File: src/rtl/segment_sampler.sv
// Proposes a signed value in [from, to]: uniform, or biased high/low via the max/min of K draws.
// A Galois LFSR feeds masked candidates, and each out-of-range candidate is rejected and redrawn a bounded number of times.
module segment_sampler #(
    parameter int WIDTH     = 8,
    parameter int LFSR_W    = 16,
    parameter int MAX_DRAWS = 8,
    parameter int MAX_TRIES = 4
) (
    input  logic                    in_clock,
    input  logic                    in_reset,
    input  logic                    in_enable,
    input  logic                    in_seed_load,
    input  logic [LFSR_W-1:0]       in_seed,
    input  logic                    in_start,
    input  logic signed [WIDTH-1:0] in_from,
    input  logic signed [WIDTH-1:0] in_to,
    input  logic [1:0]              in_chosen_segment_type,
    input  logic signed [WIDTH-1:0] in_chosen_segment_weight,
    output logic                    out_busy,
    output logic                    out_valid,
    output logic signed [WIDTH-1:0] out_proposed_value,
    output logic                    out_error,
    output logic                    out_fallback
);

    localparam int RW = WIDTH + 1;
    localparam int DW = $clog2(MAX_DRAWS + 1);
    localparam int TW = $clog2(MAX_TRIES + 1);
    localparam logic [LFSR_W-1:0] TAPS = LFSR_W'(16'hB400);

    typedef enum logic {S_IDLE, S_DRAW} state_t;

    function automatic logic [LFSR_W-1:0] lfsr_step(input logic [LFSR_W-1:0] s);
        return (s >> 1) ^ (s[0] ? TAPS : '0);
    endfunction

    // Smear the top set bit downward: smallest all-ones value that covers r.
    function automatic logic [RW-1:0] fill_mask(input logic [RW-1:0] r);
        logic [RW-1:0] m;
        m = r;
        for (int i = 0; i < RW; i++) begin
            m = m | (m >> 1);
        end
        return m;
    endfunction

    function automatic logic [DW-1:0] clamp_draws(input logic signed [WIDTH-1:0] w);
        if (w < 1) begin
            return DW'(1);
        end else if (w > MAX_DRAWS) begin
            return DW'(MAX_DRAWS);
        end else begin
            return DW'(w);
        end
    endfunction

    state_t                  state_q, state_d;
    logic [LFSR_W-1:0]       lfsr_q, lfsr_d;
    logic [DW-1:0]           draws_q, draws_d;
    logic [TW-1:0]           tries_q, tries_d;
    logic                    fallback_q, fallback_d;
    logic                    out_valid_q, out_valid_d;
    logic signed [WIDTH-1:0] out_value_q, out_value_d;
    logic                    out_error_q, out_error_d;
    logic                    out_fallback_q, out_fallback_d;

    logic signed [WIDTH-1:0] from_q, from_d;
    logic [1:0]              type_q, type_d;
    logic [DW-1:0]           k_q, k_d;
    logic [RW-1:0]           range_q, range_d;
    logic [RW-1:0]           mask_q, mask_d;
    logic [RW-1:0]           best_q, best_d;

    logic signed [RW-1:0]    from_ext, to_ext, span;
    logic                    start_err;
    logic [LFSR_W-1:0]       lfsr_next;
    logic [RW-1:0]           cand, pick, merged;
    logic                    cand_ok, last_try, take;
    logic [DW-1:0]           draws_inc;

    assign from_ext  = {in_from[WIDTH-1], in_from};
    assign to_ext    = {in_to[WIDTH-1], in_to};
    assign span      = to_ext - from_ext;
    assign start_err = (in_chosen_segment_type == 2'd0) || (in_to < in_from);

    assign lfsr_next = lfsr_step(lfsr_q);
    assign cand      = lfsr_next[RW-1:0] & mask_q;
    assign cand_ok   = cand <= range_q;
    assign last_try  = tries_q == TW'(MAX_TRIES - 1);
    assign take      = cand_ok || last_try;
    // Halving a masked candidate always lands inside the range, so the fallback never rejects.
    assign pick      = cand_ok ? cand : (cand >> 1);
    assign draws_inc = draws_q + DW'(1);

    always_comb begin
        merged = pick;
        if (draws_q != '0) begin
            if (type_q == 2'd2) begin
                merged = (pick > best_q) ? pick : best_q;
            end else begin
                merged = (pick < best_q) ? pick : best_q;
            end
        end
    end

    always_comb begin
        state_d        = state_q;
        lfsr_d         = lfsr_q;
        draws_d        = draws_q;
        tries_d        = tries_q;
        fallback_d     = fallback_q;
        out_valid_d    = 1'b0;
        out_value_d    = out_value_q;
        out_error_d    = out_error_q;
        out_fallback_d = out_fallback_q;
        from_d         = from_q;
        type_d         = type_q;
        k_d            = k_q;
        range_d        = range_q;
        mask_d         = mask_q;
        best_d         = best_q;
        case (state_q)
            S_IDLE: begin
                if (in_seed_load) begin
                    lfsr_d = (in_seed == '0) ? LFSR_W'(1) : in_seed;
                end
                if (in_start) begin
                    if (start_err) begin
                        out_valid_d    = 1'b1;
                        out_error_d    = 1'b1;
                        out_fallback_d = 1'b0;
                        out_value_d    = in_from;
                    end else begin
                        state_d    = S_DRAW;
                        from_d     = in_from;
                        type_d     = in_chosen_segment_type;
                        range_d    = span;
                        mask_d     = fill_mask(span);
                        // A zero-width range needs only one draw whatever the bias.
                        k_d        = (in_chosen_segment_type == 2'd1 || span == '0)
                                     ? DW'(1) : clamp_draws(in_chosen_segment_weight);
                        draws_d    = '0;
                        tries_d    = '0;
                        fallback_d = 1'b0;
                    end
                end
            end
            S_DRAW: begin
                lfsr_d = lfsr_next;
                if (take) begin
                    draws_d    = draws_inc;
                    tries_d    = '0;
                    best_d     = merged;
                    fallback_d = fallback_q | ~cand_ok;
                    if (draws_inc == k_q) begin
                        state_d        = S_IDLE;
                        out_valid_d    = 1'b1;
                        out_value_d    = from_q + merged[WIDTH-1:0];
                        out_error_d    = 1'b0;
                        out_fallback_d = fallback_q | ~cand_ok;
                    end
                end else begin
                    tries_d = tries_q + TW'(1);
                end
            end
            default: state_d = S_IDLE;
        endcase
    end

    always_ff @(posedge in_clock or negedge in_reset) begin
        if (!in_reset) begin
            state_q        <= S_IDLE;
            lfsr_q         <= LFSR_W'(1);
            draws_q        <= '0;
            tries_q        <= '0;
            fallback_q     <= 1'b0;
            out_valid_q    <= 1'b0;
            out_value_q    <= '0;
            out_error_q    <= 1'b0;
            out_fallback_q <= 1'b0;
        end else if (in_enable) begin
            state_q        <= state_d;
            lfsr_q         <= lfsr_d;
            draws_q        <= draws_d;
            tries_q        <= tries_d;
            fallback_q     <= fallback_d;
            out_valid_q    <= out_valid_d;
            out_value_q    <= out_value_d;
            out_error_q    <= out_error_d;
            out_fallback_q <= out_fallback_d;
        end
    end

    // Operand registers are only read in DRAW after being loaded at start, so they carry no reset.
    always_ff @(posedge in_clock) begin
        if (in_enable) begin
            from_q  <= from_d;
            type_q  <= type_d;
            k_q     <= k_d;
            range_q <= range_d;
            mask_q  <= mask_d;
            best_q  <= best_d;
        end
    end

    assign out_busy           = (state_q == S_DRAW);
    assign out_valid          = out_valid_q;
    assign out_proposed_value = out_value_q;
    assign out_error          = out_error_q;
    assign out_fallback       = out_fallback_q;

endmodule

File: config.mk
export PLATFORM = sky130hd
export DESIGN_NAME = segment_sampler
export DESIGN_NICKNAME = d
export VERILOG_FILES = /design/src/rtl/segment_sampler.sv
export SDC_FILE = /design/constraint.sdc
export NUM_CORES = 1
export LEC_CHECK = 0
export CAP_MARGIN = 20
export CORE_ASPECT_RATIO = 1.25
export CORE_UTILIZATION = 35
export CTS_BUF_LIST = sky130_fd_sc_hd__clkbuf_16
export DETAILED_ROUTE_END_ITERATION = 7
export GPL_TIMING_DRIVEN = 0
export PLACE_DENSITY = 0.61
export RECOVER_POWER = 25
export SETUP_SLACK_MARGIN = 0.3
export SYNTH_ARGS = -nofsm -noshare
export SYNTH_HDL_FRONTEND = slang
export SYNTH_SLANG_ARGS = --single-unit
File: constraint.sdc
create_clock -name in_clock -period 7.3 [get_ports in_clock]
set_input_delay 1.46 -clock in_clock [delete_from_list [all_inputs] [get_ports in_clock]]
set_output_delay 1.46 -clock in_clock [all_outputs]
set_load 0.01 [all_outputs]
; ---- Word-level counts from Yosys, hierarchy flattened
; Cells that the tools add are included.
[totals]
reg_bits = 77
output_inout_bits = 12
wordCells = 117
in_bits = 47
[classes]
mux = 47
order_cmp = 6
add_sub_neg = 4
n_eq_ne = 12
bitwise_logic = 15
n_reduce_logical = 16
[op_table]
columns = operator, count
row1 = $or 9x8->9, 9
row2 = $mux 16, 3
row3 = $mux 9, 5
row4 = $mux 8, 4
row5 = $pmux 16 s2, 1
row6 = $mux 1, 19
row7 = $logic_not 16->1, 1
row8 = $mux 4, 4
row9 = $pmux 8 s2, 1
row10 = $xor 15x16->16, 1
row11 = $pmux 1 s2, 5
row12 = $reduce_and 5->1, 2
row13 = $and 9x9->9, 1
row14 = $gt 9x9->1, 1
row15 = $le 9x9->1, 1
row16 = $logic_not 9->1, 1
row17 = $lt 9x9->1, 1
row18 = $mux 3, 3
row19 = $sub 8x8->9, 1
row20 = $add 8x8->8, 1
row21 = $gt 8x5->1 const B, 1
row22 = $lt 8x2->1 const B, 1
row23 = $lt 8x8->1, 1
row24 = $ne 2x2->1 const B, 4
row25 = 21 further kinds, 28

; ---- Depth between registers and ports, before layout
[depth]
ltp_word = 13
mapped_depth = 29
depth_no_buf = 27

; ---- Worst setup path before layout
; No wires, ideal clock.
[synth_timing]
kind = input port to flip-flop
startpoint = input in_from[2]
endpoint = register from_q[0], enable pin
required_time_ns = 6.837
arrival_time_ns = 4.743
path_buffers = 0
setup_time_ns = 0.463
path_slack_ns = 2.095
stages = 7
cell_sequence = inv_1 -> ha_1 -> o21a_1 -> o31a_1 -> o311a_4 -> o311ai_1 -> nor3_1
[synth_via]
elab_chain_cells = 4
[synth_rtl]
columns = element, line_no
row1 = from (decl), 15  ; input logic signed [WIDTH-1:0] in_from,
row2 = $lt 8x8->1, 84  ; assign start_err = (in_chosen_segment_type == 2'd0) || (in_to < in_from);
row3 = $logic_or 1x1->1, 84
row4 = $not 1->1 (no line), -
row5 = $reduce_and 4->1 (no line), -
row6 = to (signal assigned), 197  ; from_q <= from_d;
row7 = to (decl), 67  ; logic signed [WIDTH-1:0] from_q, from_d;
; Every way passes these cells.
; A chain may end at the register's enable or synchronous reset.

; ---- Final worst setup path
[layout_timing]
startpoint = register lfsr_q[4]
endpoint = register out_value_q[7], in the netlist out_proposed_value[7]
[layout_via]
elab_chain_cells = 12
elab_cells_between_ends = 17
cone_classes = add/sub: 1 / order compare: 3 / eq/ne: 1 / mux: 8 / bitwise: 2 / reduce/logical: 2
[layout_rtl]
columns = element, line_no
row1 = from (decl), 58  ; logic [LFSR_W-1:0] lfsr_q, lfsr_d;
row2 = from (signal assigned), 183  ; lfsr_q <= lfsr_d;
row3 = $xor 15x16->16 (*), 34  ; return (s >> 1) ^ (s[0] ? TAPS : '0);
row4 = $and 9x9->9 (*), 87  ; assign cand = lfsr_next[RW-1:0] & mask_q;
row5 = $le 9x9->1, 88  ; assign cand_ok = cand <= range_q;
row6 = $mux 9 (*), 92  ; assign pick = cand_ok ? cand : (cand >> 1);
row7 = $lt 9x9->1 or $gt 9x9->1 (tied branches), "101, 99"
row8 = $mux 9 (on tied branches), "101, 99"
row9 = $mux 9, 98  ; if (type_q == 2'd2) begin
row10 = $mux 9 (*), 97  ; if (draws_q != '0) begin
row11 = named net merged[1], 77  ; logic [RW-1:0] cand, pick, merged;
row12 = $add 8x8->8 (*), 158  ; out_value_d = from_q + merged[WIDTH-1:0];
row13 = $mux 8 (*), 155  ; if (draws_inc == k_q) begin
row14 = $mux 8 (*), 150  ; if (take) begin
row15 = $pmux 8 s2 (*), 122  ; case (state_q)
row16 = to (signal assigned), 188  ; out_value_q <= out_value_d;
row17 = to (decl), 63  ; logic signed [WIDTH-1:0] out_value_q, out_value_d;
; The timed path passes the listed nets; every way through them passes the cells marked *. The select of a mux whose other input is x is not followed.

==> results.py <==
metrics = {
    "synth": {
        "synthCells": 461,
        "synth_area_leaders": "edfxtp_1 26%, dfrtp_1 19%, ha_1 10%, mux2i_1 4.3%, inv_1 4.0%",
        "syn_avg_cell_area_sq_um": 10.1,
        "synth-seq-cells": 76,
        "synthFlopType": "edfxtp_1",
        "synth-simple-area-share_pct": 14.8,
        "synth-xor-area-share_pct": 3.20,
        "yosysWarningCount": 0,
        "ys_types": 62,
        "synth_fa_ha_area_share_pct": 11.1,
        "synth-seq-area-share_pct": 45.2,
        "synth_top_area_share_pct": 25.8,
        "synth_compound_area_share_pct": 14.8,
        "synth_top_family_by_area": "simple AND/OR/NAND/NOR gates",
        "synth_area_leader_cell": "edfxtp_1",
        "synth_mux_area_share_pct": 5.35,
        "ys_async_sr_fraction_pct": 47.4,
        "syn-num-nets": 548,
        "synth_edf_count": 40,
        "syn_area_sq_mm": 0.00465,
    },
    "floorplan": {
        "num_io_pins": 59,
        "rows": 46,
        "die-area_sq_mm": 0.0138,
        "die_h_um": 131,
        "die_x_um": 105,
        "initial_core_util_pct": 36.3,
        "core_area_sq_mm": 0.0128,
    },
    "placement": {
        "post-place-cells": 690,
        "dp_hpwl_um": 8880,
        "portBuffers": 58,
        "place_congestion": 0.848,
        "placed_area_sq_mm": 0.00549,
    },
    "power": {
        "power.density_mw_per_mm2": 364,
        "cellLeakagePower_uw": 0.00253,
        "seqPwrFrac_pct": 32.0,
        "comb_power_share_pct": 47.3,
        "clkPwrFrac_pct": 20.7,
        "swShare_pct": 38.2,
        "ir_worst_vdd_v": 0.000121,
        "switchingPower_uw": 805,
        "power.internal_uw": 1300,
    },
    "cells_and_area": {
        "final_area_sq_mm": 0.00579,
        "multi_input_area_sq_mm": 0.00230,
        "diodes": 0,
        "nNetsFinal": 620,
        "final_common_cell": "inv_1",
        "fin_util_pct": 45.1,
        "layout_common_cells": "52 x inv_1, 47 x clkdlybuf4s50_1, 41 x nand2_1",
        "instances_no_fill": 706,
        "area_growth_pct": 24.3,
        "fill_cells": 1184,
        "ff_latch_area_sq_mm": 0.00210,
        "drive_above_1_share_pct": 7.62,
    },
    "clock_network": {
        "cts_tree": "built",
        "cts.sinks": 76,
        "cts_buffer_depth": 2,
        "clk_pin_slew_ns": 0.06,
        "cts_resized": 0,
        "cts_buffers": 9,
        "clock_latency_ns": 0.34,
        "postCtsHoldBufs": 0,
        "root_buffer": "clkbuf_16",
        "htreeDepth": 3,
        "post_cts_buffers": 0,
    },
    "critical_path": {
        "cp_max_fo": 10,
        "cp-end-kind": "flop",
        "critical_path_arrival_ns": 6.52,
        "start_kind": "flop",
        "max_stage_delay_ns": 0.42,
        "crit_slowest_cell": "or4_1",
        "crit_buf_inv": 4,
        "crit_type": "flop to flop",
        "crit_top_cell": "a21oi_1",
        "cp_top_family": "compound AO/OA/AOI/OAI gates",
        "required_ns": 7.58,
    },
    "sta": {
        "tightest_slew_ns": 2.07,
        "hold_viol": 0,
        "max_freq_mhz": 160,
        "drv_slew": 37,
        "relSlewSlack_pct": -38.1,
        "final.min_clock_period_ns": 6.24,
        "setup_violations": 0,
        "fin_setup_tns_ns": 0,
        "rsz0062_at_grt": "no",
        "skew_ns": 0.0104,
        "holdWs_ns": 0.499,
        "period_share_pct": 85.5,
    },
    "drt": {
        "route.detailed.drc": 0,
        "ant_nets": 0,
        "drt_pass1_iterations": 4,
        "routed_wl_um": 11200,
        "wl_per_cell_um": 15.9,
        "drt-initial-drc-count": 182,
        "via_per_inst": 5.03,
        "vias": 3548,
    },
    "grt": {
        "antenna_found_initial": 0,
        "grt-ovfl-total": 0,
        "grt_pass1_vias": 3593,
        "grt_max_degree": 37,
        "grt_usage_pct": 17.2,
        "grt_pass1_wl_um": 18100,
    },
    "run_status": {
        "violations": "max-capacitance violations, max-slew violations",
        "status": "complete, but fails checks",
    },
    "run": {
        "cap_viol_max_count": 1,
    },
    "min_path": {
        "hold_class": "flop to flop",
    },
}
routing by layer:
| metal | vias to the layer above | global-route usage (%) | wire length, um |
|---|---|---|---|
| met1 | 1700 | 19.7 | 4730 |
| met3 | 18 | 2.53 | 266 |
| met2 | 58 | 31.9 | 5900 |
| li1 | 1772 | - | - |
| met4 | 0 | 7.87 | 311 |
| met5 | - | 0 | 0 |
tightest hold or removal path, cell delays in order, from the launching register on:
cell     delay [ns]
dfrtp_1        0.35
nand2_1        0.05
o21ai_0        0.06
final timing paths:
check	slack [ns]	cells after the start	start	endpoint
max	1.06	27	lfsr_q[4]	out_proposed_value[7]
max reg2reg	1.06	27	lfsr_q[4]	out_proposed_value[7]
min	0.50	2	tries_q[1]	tries_q[1]
min reg2reg	0.50	2	tries_q[1]	tries_q[1]
max in group asynchronous	4.38	1	in_reset	lfsr_q[5]
min in group asynchronous	1.72	1	in_reset	out_proposed_value[3]
per-stage QoR:
| step | total power, uW | worst slack [ns] |
|---|---|---|
| global route | 2270 | 0.598 |
| detailed placement | 1680 | 1.11 |
| floorplan | 1370 | 2.09 |
| global placement | 1640 | 0.0777 |
| finish | 2110 | 1.06 |
| CTS | 2130 | 1.07 |
cells in the mapped netlist (2+ instances only):
cell type / number
a21oi_1: 27
fa_1: 2
mux2i_1: 20
nand4_1: 4
o21ai_0: 36
clkbuf_1: 9
and3_1: 4
o21a_1: 8
and2_1: 2
edfxtp_1: 40
nand2_1: 41
inv_1: 50
nor4_1: 5
nand3_1: 16
o211ai_1: 3
a31oi_1: 2
a21o_1: 7
nor3_1: 5
a22oi_1: 4
xor2_1: 7
a41oi_1: 2
nand2b_1: 5
dfrtp_1: 35
or2_2: 2
o22ai_1: 2
ha_1: 38
or4_1: 2
nor2_1: 36
xnor2_1: 10
nor2b_1: 5
sequential cells by signal, summed over array words and instances (netlist names):
signal              flops
mask_q                  8
out_valid               1
out_fallback            1
out_error               1
type_q                  2
fallback_q              1
lfsr_q                 16
k_q                     4
tries_q                 3
draws_q                 4
out_proposed_value      8
out_busy                1
range_q                 9
best_q                  9
from_q                  8
power groups by stage:
stage / logic (uW) / registers [uW] / clock network, uW
after CTS: 1000 / 676 / 447
final: 996 / 674 / 436
after floorplan: 691 / 674 / 0
after detailed placement: 997 / 682 / 0
after global placement: 965 / 679 / 0
after global routing: 1110 / 691 / 462
logic make-up (layout without fill, tap and decap cells):
logic type               Yosys count  in the layout
AND/OR/NAND/NOR                  137            137
AO/OA/AOI/OAI                    104            104
flip-flops                        76             76
buffers and inverters             64            141
adder cells (fa/ha/maj)           40             40
multiplexers                      23             23
XOR/XNOR                          17             17
layout make-up:
cell class                      count  share of cell area, %
Buffer                             13                   1.06
Clock buffer                       11                   4.76
Clock inverter                      5                  0.433
Inverter                           51                   3.40
Multi-Input combinational cell    321                   39.7
Sequential cell                    76                   36.4
Tap cell                          168                   3.63
Timing Repair Buffer               61                   10.6
(Power assumes the default switching activity.)
